<file path="src/rtl/fp_add_arbiter.sv">
// rtl/fp_add_arbiter.sv - round-robin arbiter sharing one external FP32 adder
//
// Purpose:
//   Lets NUM_REQ requesters share one combinational FP32 adder. One request
//   is granted at a time, round-robin. The winner's operands are held on the
//   adder for ADD_LAT cycles, then the sum is captured bit-exact. The sum is
//   returned with the requester id over a valid/ready response channel.
//
// Ports:
//   clk, rst            clock, synchronous active-high reset
//   req_valid/ready     per-requester request handshake (ready is one-hot)
//   req_a, req_b        packed operands, requester i at [32i+31:32i]
//   add_a/b/valid       drive to the shared adder
//   add_sum             adder result, sampled on the last hold cycle only
//   rsp_valid/ready     response handshake
//   rsp_id, rsp_sum     requester index and captured sum
//   busy                high while an operation is in EXEC or RESP

module fp_add_arbiter #(
  parameter int NUM_REQ = 4,
  parameter int ADD_LAT = 2,
  parameter int IDW     = 2
) (
  input  logic                  clk,
  input  logic                  rst,
  input  logic [NUM_REQ-1:0]    req_valid,
  input  logic [32*NUM_REQ-1:0] req_a,
  input  logic [32*NUM_REQ-1:0] req_b,
  output logic [NUM_REQ-1:0]    req_ready,
  output logic [31:0]           add_a,
  output logic [31:0]           add_b,
  output logic                  add_valid,
  input  logic [31:0]           add_sum,
  output logic                  rsp_valid,
  output logic [IDW-1:0]        rsp_id,
  output logic [31:0]           rsp_sum,
  input  logic                  rsp_ready,
  output logic                  busy
);

  localparam int CW = (ADD_LAT > 1) ? $clog2(ADD_LAT) : 1;

  typedef enum logic [1:0] {IDLE, EXEC, RESP} state_t;

  state_t               state;
  logic [IDW-1:0]       rr_ptr;
  logic [IDW-1:0]       id;
  logic [CW-1:0]        cnt;

  logic [31:0]          op_a [NUM_REQ];
  logic [31:0]          op_b [NUM_REQ];
  logic [2*NUM_REQ-1:0] valid_dbl;
  logic [NUM_REQ-1:0]   valid_rot;
  logic                 grant_found;
  logic [IDW-1:0]       grant_idx;
  logic [IDW-1:0]       grant_next;
  int                   grant_pos;

  for (genvar i = 0; i < NUM_REQ; i++) begin : g_unpack
    assign op_a[i] = req_a[32*i +: 32];
    assign op_b[i] = req_b[32*i +: 32];
  end

  // Rotating a doubled copy puts requester rr_ptr at bit 0, so the first set
  // bit of valid_rot is the round-robin winner's offset from rr_ptr.
  assign valid_dbl = {req_valid, req_valid};
  assign valid_rot = NUM_REQ'(valid_dbl >> rr_ptr);

  always_comb begin
    grant_found = 1'b0;
    grant_pos   = 0;
    // Downward scan: the lowest offset is written last and wins.
    for (int k = NUM_REQ - 1; k >= 0; k--) begin
      if (valid_rot[k]) begin
        grant_found = 1'b1;
        grant_pos   = int'(rr_ptr) + k;
      end
    end
    if (grant_pos >= NUM_REQ) begin
      grant_pos = grant_pos - NUM_REQ;
    end
    grant_idx  = IDW'(grant_pos);
    grant_next = (grant_pos == NUM_REQ - 1) ? '0 : IDW'(grant_pos + 1);
  end

  always_comb begin
    req_ready = '0;
    if (state == IDLE && grant_found) begin
      req_ready[grant_idx] = 1'b1;
    end
  end

  always_ff @(posedge clk) begin
    if (rst) begin
      state     <= IDLE;
      rr_ptr    <= '0;
      id        <= '0;
      cnt       <= '0;
      add_a     <= '0;
      add_b     <= '0;
      add_valid <= 1'b0;
      rsp_valid <= 1'b0;
      rsp_id    <= '0;
      rsp_sum   <= '0;
      busy      <= 1'b0;
    end else begin
      case (state)
        IDLE: begin
          if (grant_found) begin
            add_a     <= op_a[grant_idx];
            add_b     <= op_b[grant_idx];
            add_valid <= 1'b1;
            id        <= grant_idx;
            cnt       <= CW'(ADD_LAT - 1);
            rr_ptr    <= grant_next;
            busy      <= 1'b1;
            state     <= EXEC;
          end
        end
        EXEC: begin
          if (cnt == '0) begin
            // Last hold cycle: the adder output has settled.
            rsp_sum   <= add_sum;
            rsp_id    <= id;
            rsp_valid <= 1'b1;
            add_valid <= 1'b0;
            add_a     <= '0;
            add_b     <= '0;
            state     <= RESP;
          end else begin
            cnt <= cnt - CW'(1);
          end
        end
        RESP: begin
          // Going back through IDLE leaves a one-cycle gap before the next grant.
          if (rsp_ready) begin
            rsp_valid <= 1'b0;
            busy      <= 1'b0;
            state     <= IDLE;
          end
        end
        default: state <= IDLE;
      endcase
    end
  end

endmodule

</file>
<file path="config.mk">
export PLATFORM = sky130hd
export DESIGN_NAME = fp_add_arbiter
export DESIGN_NICKNAME = d
export VERILOG_FILES = /design/src/rtl/fp_add_arbiter.sv
export SDC_FILE = /design/constraint.sdc
export NUM_CORES = 1
export LEC_CHECK = 0
export CAP_MARGIN = 20
export CORE_AREA = 2 2 157 159
export DETAILED_ROUTE_END_ITERATION = 8
export DIE_AREA = 0 0 159 161
export GPL_ROUTABILITY_DRIVEN = 0
export HOLD_SLACK_MARGIN = 0.02
export MAX_ROUTING_LAYER = met4
export SLEW_MARGIN = 20
export SYNTH_ARGS = -nofsm -noshare
export SYNTH_HDL_FRONTEND = slang
export SYNTH_SLANG_ARGS = --single-unit
</file>
<file path="constraint.sdc">
create_clock -name clk -period 2 [get_ports clk]
set_input_delay 0.3 -clock clk [delete_from_list [all_inputs] [get_ports clk]]
set_output_delay 0.3 -clock clk [all_outputs]
set_load 0.02 [all_outputs]
</file>
# After elaboration in Yosys (flattened, before gate mapping)
# Index checks and enable logic that the tools add are counted.
# word_totals
reg_bits	108
n_memories	0
mem_bits_rw	0
output_inout_bits	105
latch_bits	0
mem_bits_ro	0
wordCells	80
# op_classes
n_bitwise	2
div_mod_pow	0
reduce_logical	13
n_lt_le_gt_ge	4
n_eq_ne	6
n_addsub	6
n_shift	1
multipliers	0
mux	37
# op_table
cell	count
$mux W32	11
$bmux W32 S2	2
$pmux W32 S2	2
$eq A32 B3 Y1 const B	1
$ge A32 B4 Y1 const B	1
$sub A32 B4 Y32 const B	1
$reduce_and A3 Y1	4
$mux W1	10
$mux W2	4
$pmux W1 S2	4
$shr A8 B2 Y4	1
$add A2 B2 Y3 const B	2
$ne A2 B2 Y1 const B	3
$pmux W2 S3	1
$reduce_and A2 Y1	3
$reduce_bool A2 Y1	3
$mux W4	1
$add A2 B1 Y3 const B	1
$ge A3 B3 Y1 const B	1
$lt A2 B3 Y1 const B	1
$mux W3	1
$not A2 Y3	1
$add A2 B2 Y2 const B	1
$demux W1 S2	1
7 further kinds	8

# Logic depth before layout (Yosys ltp)
# Gate-level depths: netlist of run 1.
# depth
depth_word	13
mapped_depth	9
mapped_depth_nobuf	7

# Worst setup path before layout of run 1
# OpenSTA, ideal clock, no wires.
# synth_timing
path_kind	reg2out
from	reg rr_ptr[1]
to	out req_ready[0]
t_arrival_ns	1.662
path_stages_with_launch	9
path_slack_ns	0.038
path_cell_list	dfxtp_1 -> clkbuf_2 -> mux2i_1 -> o22a_1 -> buf_4 -> nand2_8 -> buf_4 -> ha_1 -> and2_1
# synth_between
elab_chain_len	12
# synth_lines
element	line_no	text
start, declared	46	logic [IDW-1:0] rr_ptr;
start signal, assigned	115	rr_ptr <= grant_next;
$add A2 B2 Y3 or $shr A8 B2 Y4 (tied branches)	76, 67	
$mux W3	74	if (valid_rot[k]) begin
$mux W32 (3 in a row)	74	
$sub A32 B4 Y32 or $ge A32 B4 Y1 (tied branches)	80, 79	
$mux W32	79	if (grant_pos >= NUM_REQ) begin
$lt A2 B3 Y1 (implied by the code) or $ge A2 B1 Y1 (tied branches)	89	req_ready[grant_idx] = 1'b1;
$logic_and A1 B1 Y1 (implied by the code)	89	
$mux W1 (implied by the code)	89	
$demux W1 S2	89	
$mux W4 *	88	if (state == IDLE && grant_found) begin
end, declared	29	output logic [NUM_REQ-1:0] req_ready,
# Every way passes the cells marked *; elsewhere a longest branch is shown, timed or not.

# Final worst setup path of run 1
# layout_timing
from	reg rr_ptr[1]
to	out req_ready[3]
# Same word-level chain as after synthesis.

==> impl_metrics.toml, run 1 <==
[outcome]
outcome = "complete, but fails checks"
violations = "setup timing"

[global_routing]
grt_pass1_wl_um = 39580
globalRouteOverflowTotal = 0
antenna_found_initial = 2
grt_pass1_vias = 7070
grt_max_degree = 46
grtUsageTotal = 0.2026

[placement]
dpl-instance-area_sq_um = 10640
portBuffers = 399
dp_cells = 1439
dp_hpwl_um = 19830

[floorplanning]
die-area_sq_um = 25600
core_area_sq_um = 23960
die_h_um = 161
initial_core_util = 0.2490
rows = 57
ios = 400
die_w_um = 159

[cts]
cts_buffer_depth = 2
h-tree-depth = 3
path_clk_slew_ns = 0.09
clk_root_buffer_cell = "clkbuf_16"
numClockSinks = 108
cts_buffers = 9
clock_latency_ns = 0.37
cts_tree = "done"

[sta]
finalMaxSlewViolations = 0
fin_crit_sh = 1.041
max_freq_mhz = 480.4
finClkSkew_ns = 0.01527
setup_violations = 4
finalHoldViolations = 0
fin_setup_tns_ns = -0.2943
period_minus_slack_ns = 2.081
setup_ws_ns = -0.08142
slew_headroom = 0.6770
rsz0062_at_grt = "yes"
worstMarginPinSlew_ns = 0.4845
hold_slack_ns = 0.4547

[power]
net-switching-power_w = 0.003191
combinationalPowerShare = 0.472
p_leak_nw = 4.340
ir_drop_v = 0.0004411
power.share.sequential = 0.310
swShare = 0.3662
clockPowerShare = 0.218
internal_power_w = 0.005523
p_per_area_nw_per_um2 = 766.7

[synth]
yosysTopAreaCellShare = 0.3624
yosysWarnings = 0
yosysMostFrequentCell = "nand2_1"
synth_nets = 1023
synthCells = 724
synth.area.top_cells = "dfxtp_1, mux2i_1, nand2_1"
synth_commonest_cells = "nand2_1, dfxtp_1, mux2i_1"
synth_top_family_by_area = "compound AO/OA/AOI/OAI gates"
synth_seq_cells = 108
synth_compound_area_frac = 0.2827
synthFlopType = "dfxtp_1"
syn_area_sq_um = 5966
yosysTopAreaCell = "dfxtp_1"
synthSimpleGateAreaFrac = 0.1760
seq_area_frac_synth = 0.3624
synth_cell_type_count = 40
synth-xor-area-share = 0
synthAdderAreaFrac = 0.008389
syn_area_per_cell_sq_um = 8.240
muxShareOfSynthArea = 0.1141
synth_edf_count = 0
async_flop_share = 0

[route]
wl_per_cell_um = 18.25
routed_via_density = 4.736
drt_first_iter_violations = 359
wl_met1_um = 11180
drt-total-wl_um = 26940
drtAntennaViolNets = 0
top_layer = "met4"
drcViolationCount = 0
drt-pass1-iter-count = 5
dr_total_vias = 6991
met3WireLength_um = 1739
dr_wl_met2_um = 13540

[setup_path]
r2r_end = "add_a[29]"
end_kind = "output pin"
endpoint = "req_ready[3]"
cp-startpoint = "rr_ptr[1]"
cp.required_ns = 1.70
r2r_setup_slack_ns = 0.07
rr_worst_depth = 9
arrival_ns = 1.78
path_class = "reg -> out"
r2r-start = "rr_ptr[1]"
crit_fanout = 4
critPathLaunchType = "flop"

[finish]
area_growth_pct = 90.54
fin_area_sq_um = 11370
multiInputGateArea_sq_um = 3608
final-seq-area_sq_um = 2166
final_util = 0.4744
fillerInstances = 2368
layout.nets = 1444
drive_gt1_frac = 0.1322
finalNonFillerCells = 1476

[hold_path]
min-delay-path-class = "reg -> reg"

[flow_run]
max-cap-violations = 0
[stage by stage]
step	total power (W)	setup WS (ns)
floorplan	0.004598	0.03823
CTS	0.008625	-0.05466
global route	0.009192	-0.1554
finish	0.008715	-0.08142
global placement	0.006568	-0.6474
detailed placement	0.006585	-0.6655
[timing repair]
item                       4_1_cts  5_1_grt
gates resized for setup         49       22
setup endpoints to repair       68       68
cloned                           0        5
pin swaps                        6        6
hold buffers                     0        0
hold endpoints to repair         0        0
buffers inserted                 9        6
[per-layer routing]
layer  global-route usage  up-vias
li1                     -     3424
met1               0.2355     3256
met2               0.3528      287
met3              0.04879       24
met4              0.05041        0
met5                    -        -
[placed cells by master (no fill, tap or decap), types with 3 or more instances in the layout]
master	count
clkbuf_16	14
nand2_2	3
a21o_1	64
buf_4	52
o211ai_2	20
mux2i_1	67
dfxtp_1	107
buf_12	10
buf_6	12
clkdlybuf4s50_1	390
ha_4	3
a21oi_1	39
nand2_1	135
nor2_1	9
and2_4	4
dlygate4sd2_1	3
o211ai_1	44
o21ai_0	66
nand3_1	64
clkinv_8	3
[critical path, stage by stage (launching register included)]
cell     delay (ns)
dfxtp_4        0.39
nand2_2        0.06
a221o_1        0.36
nand2_2        0.14
inv_4          0.07
ha_4           0.15
and2_4         0.13
buf_6          0.13
[sequential cells by signal (all words and copies together) (netlist names)]
register   flops
state          2
rsp_sum       32
add_a         32
cnt            1
id             2
rsp_id         2
rr_ptr         2
busy           1
rsp_valid      1
add_b         32
add_valid      1
[cells by family (layout without fill, tap and decap cells)]
logic type | after synthesis | in the layout
muxes | 68 | 68
buffers and inverters | 70 | 496
and+or+nand+nor | 230 | 230
other | 0 | 2
adders and majority gates | 4 | 4
AOI/OAI and AO/OA | 244 | 244
DFF | 108 | 108
[worst min path at each step]
| stage | start | to | slack [ns] | cells past startpoint |
|---|---|---|---|---|
| global placement | rsp_sum[20] | rsp_sum[20] | 0.44 | 2 |
| CTS | rsp_id[0] | rsp_id[0] | 0.46 | 2 |
| floorplan | id[0] | rsp_id[0] | 0.43 | 2 |
| global route | rsp_sum[20] | rsp_sum[20] | 0.47 | 2 |
| detailed placement | rsp_sum[13] | rsp_sum[13] | 0.45 | 2 |
| finish | rsp_sum[13] | rsp_sum[13] | 0.45 | 2 |
[power groups by stage]
stage | logic (W) | clock network (W) | registers [W]
final | 0.00412 | 0.00190 | 0.00270
after global routing | 0.00440 | 0.00204 | 0.00275
after CTS | 0.00396 | 0.00197 | 0.00270
after detailed placement | 0.00384 | 0 | 0.00274
after global placement | 0.00383 | 0 | 0.00274
after floorplan | 0.00148 | 0 | 0.00311
[area by class of cell]
class	count	share of cell area
Multi-Input combinational cell	546	0.3174
Antenna cell	2	0.0004403
Sequential cell	108	0.1905
Inverter	4	0.002201
Clock inverter	7	0.008035
Timing Repair Buffer	476	0.4259
Clock buffer	9	0.01981
Tap cell	324	0.03566
No activity file was read; power rests on OpenSTA's default activity.
==> run 2, diff against run 1 <==
Settings changed: MAX_ROUTING_LAYER met4 to default.
==> impl_metrics.toml, run 2 (same netlist as run 1, synthesis figures left out) <==
[power]
swShare = 0.3659
ir_drop_v = 0.0004410
clockPowerShare = 0.217
net-switching-power_w = 0.003187
p_per_area_nw_per_um2 = 766.4
internal_power_w = 0.005523
p_leak_nw = 4.340
power.share.sequential = 0.310
combinationalPowerShare = 0.473

[setup_path]
r2r_setup_slack_ns = 0.07
cp.required_ns = 1.70
rr_worst_depth = 9
path_class = "reg -> out"
cp-startpoint = "rr_ptr[1]"
r2r_end = "add_a[29]"
r2r-start = "rr_ptr[1]"
endpoint = "req_ready[3]"
crit_fanout = 4
arrival_ns = 1.78
end_kind = "output pin"
critPathLaunchType = "flop"

[global_routing]
grt_max_degree = 46
grt_pass1_wl_um = 39690
grt_pass1_vias = 7045
antenna_found_initial = 2
grtUsageTotal = 0.1969
globalRouteOverflowTotal = 0

[placement]
dp_hpwl_um = 19830
portBuffers = 399
detailedPlace.worstSlack_ns = -0.6655
dpl-instance-area_sq_um = 10640

[sta]
worstMarginPinSlew_ns = 0.4852
fin_crit_sh = 1.041
setup_ws_ns = -0.08140
slew_headroom = 0.6766
period_minus_slack_ns = 2.081
finalMaxSlewViolations = 0
finalHoldViolations = 0
finClkSkew_ns = 0.01453
setup_violations = 4
max_freq_mhz = 480.4
rsz0062_at_grt = "yes"

[cts]
clk_root_buffer_cell = "clkbuf_16"
cts_tree = "done"
cts_buffer_depth = 2
clock_latency_ns = 0.37
cts_buffers = 9
path_clk_slew_ns = 0.09
h-tree-depth = 3
numClockSinks = 108
cts_hold_buf = 0

[flow_run]
max-cap-violations = 0

[route]
drtAntennaViolNets = 0
drcViolationCount = 0
wl_per_cell_um = 18.33
drt-total-wl_um = 27040
drt-pass1-iter-count = 7
routed_via_density = 4.772
drt_first_iter_violations = 380
dr_total_vias = 7039

[finish]
mostFrequentLayoutCell = "clkdlybuf4s50_1"
drive_gt1_frac = 0.1322
reg_top3 = "add_a (32), add_b (32), rsp_sum (32)"
layout.nets = 1444
fin_area_sq_um = 11360
final_util = 0.4743
area_growth_pct = 90.50
final_cell_mix = "clkdlybuf4s50_1, nand2_1, dfxtp_1, mux2i_1, o21ai_0"

[outcome]
violations = "setup timing"
outcome = "complete, but fails checks"

[floorplanning]
die-area_sq_um = 25600
die_w_um = 159
ios = 400
core_area_sq_um = 23960
die_h_um = 161
initial_core_util = 0.2490
rows = 57

[hold_path]
min-delay-path-class = "reg -> reg"
run 2: cell types whose count changed in the layout (fill, tap and decap cells not counted), sizes merged:
cell / change
diode: -1
run 2: power by group through the flow:
stage	clock network [W]	registers, W	logic (W)
after floorplan	0	0.00311	0.00148
after global placement	0	0.00274	0.00383
after detailed placement	0	0.00274	0.00384
after CTS	0.00197	0.00270	0.00396
after global routing	0.00204	0.00275	0.00440
final	0.00189	0.00270	0.00412
run 2: metrics by stage:
stage          hold WS (ns)  total power (W)  cells  TNS [ns]
6_report             0.4548         0.008710   1475   -0.2945
5_1_grt              0.4701         0.009192   1475   -0.6019
4_1_cts              0.4588         0.008625   1464   -0.2408
3_5_place_dp         0.4474         0.006585   1439    -36.72
3_3_place_gp         0.4417         0.006568   1439    -34.77
2_1_floorplan        0.4312         0.004598    724         0
run 2: area by class of cell:
| type | count | area, sq um |
|---|---|---|
| fill | 2369 | 12600 |
| inverter | 4 | 25.02 |
| timing repair buffer | 476 | 4841 |
| clock inverter | 7 | 91.34 |
| sequential | 108 | 2166 |
| clock buffer | 9 | 225.2 |
| multi-input combinational | 546 | 3608 |
| antenna | 1 | 2.502 |
| tap | 324 | 405.4 |
run 2: metal layers:
layer,vias up,global-route usage,share of wire
met2,307,0.3524,0.50
met4,2,0.05041,0.018
met5,-,0,0.00048
li1,3422,-,-
met1,3283,0.2303,0.40
met3,25,0.05829,0.079
run 2: repair_timing:
item,CTS,global route
setup buffers,9,6
pin swaps,6,6
setup endpoints to repair,68,68
gates resized for setup,49,22
cloned,0,5
run 2: how the worst min path moves through the flow:
stage	endpoint	slack (ns)	depth (start not counted)	startpoint
after floorplan	rsp_id[0]	0.43	2	id[0]
after detailed placement	rsp_sum[13]	0.45	2	rsp_sum[13]
final	rsp_sum[13]	0.45	2	rsp_sum[13]
after CTS	rsp_id[0]	0.46	2	rsp_id[0]
after global placement	rsp_sum[20]	0.44	2	rsp_sum[20]
after global routing	rsp_sum[20]	0.47	2	rsp_sum[20]
run 2: critical path, cell delays in order (launching register included):
cell,delay [ns]
dfxtp_4,0.39
nand2_2,0.06
a221o_1,0.36
nand2_2,0.14
inv_4,0.07
ha_4,0.15
and2_4,0.13
buf_6,0.13
==> run 3, diff against run 2 <==
Settings changed: MAX_ROUTING_LAYER from default to met4.
==> results of run 3 <==
Final layout, timing and power as in run 1 (identical DEF).
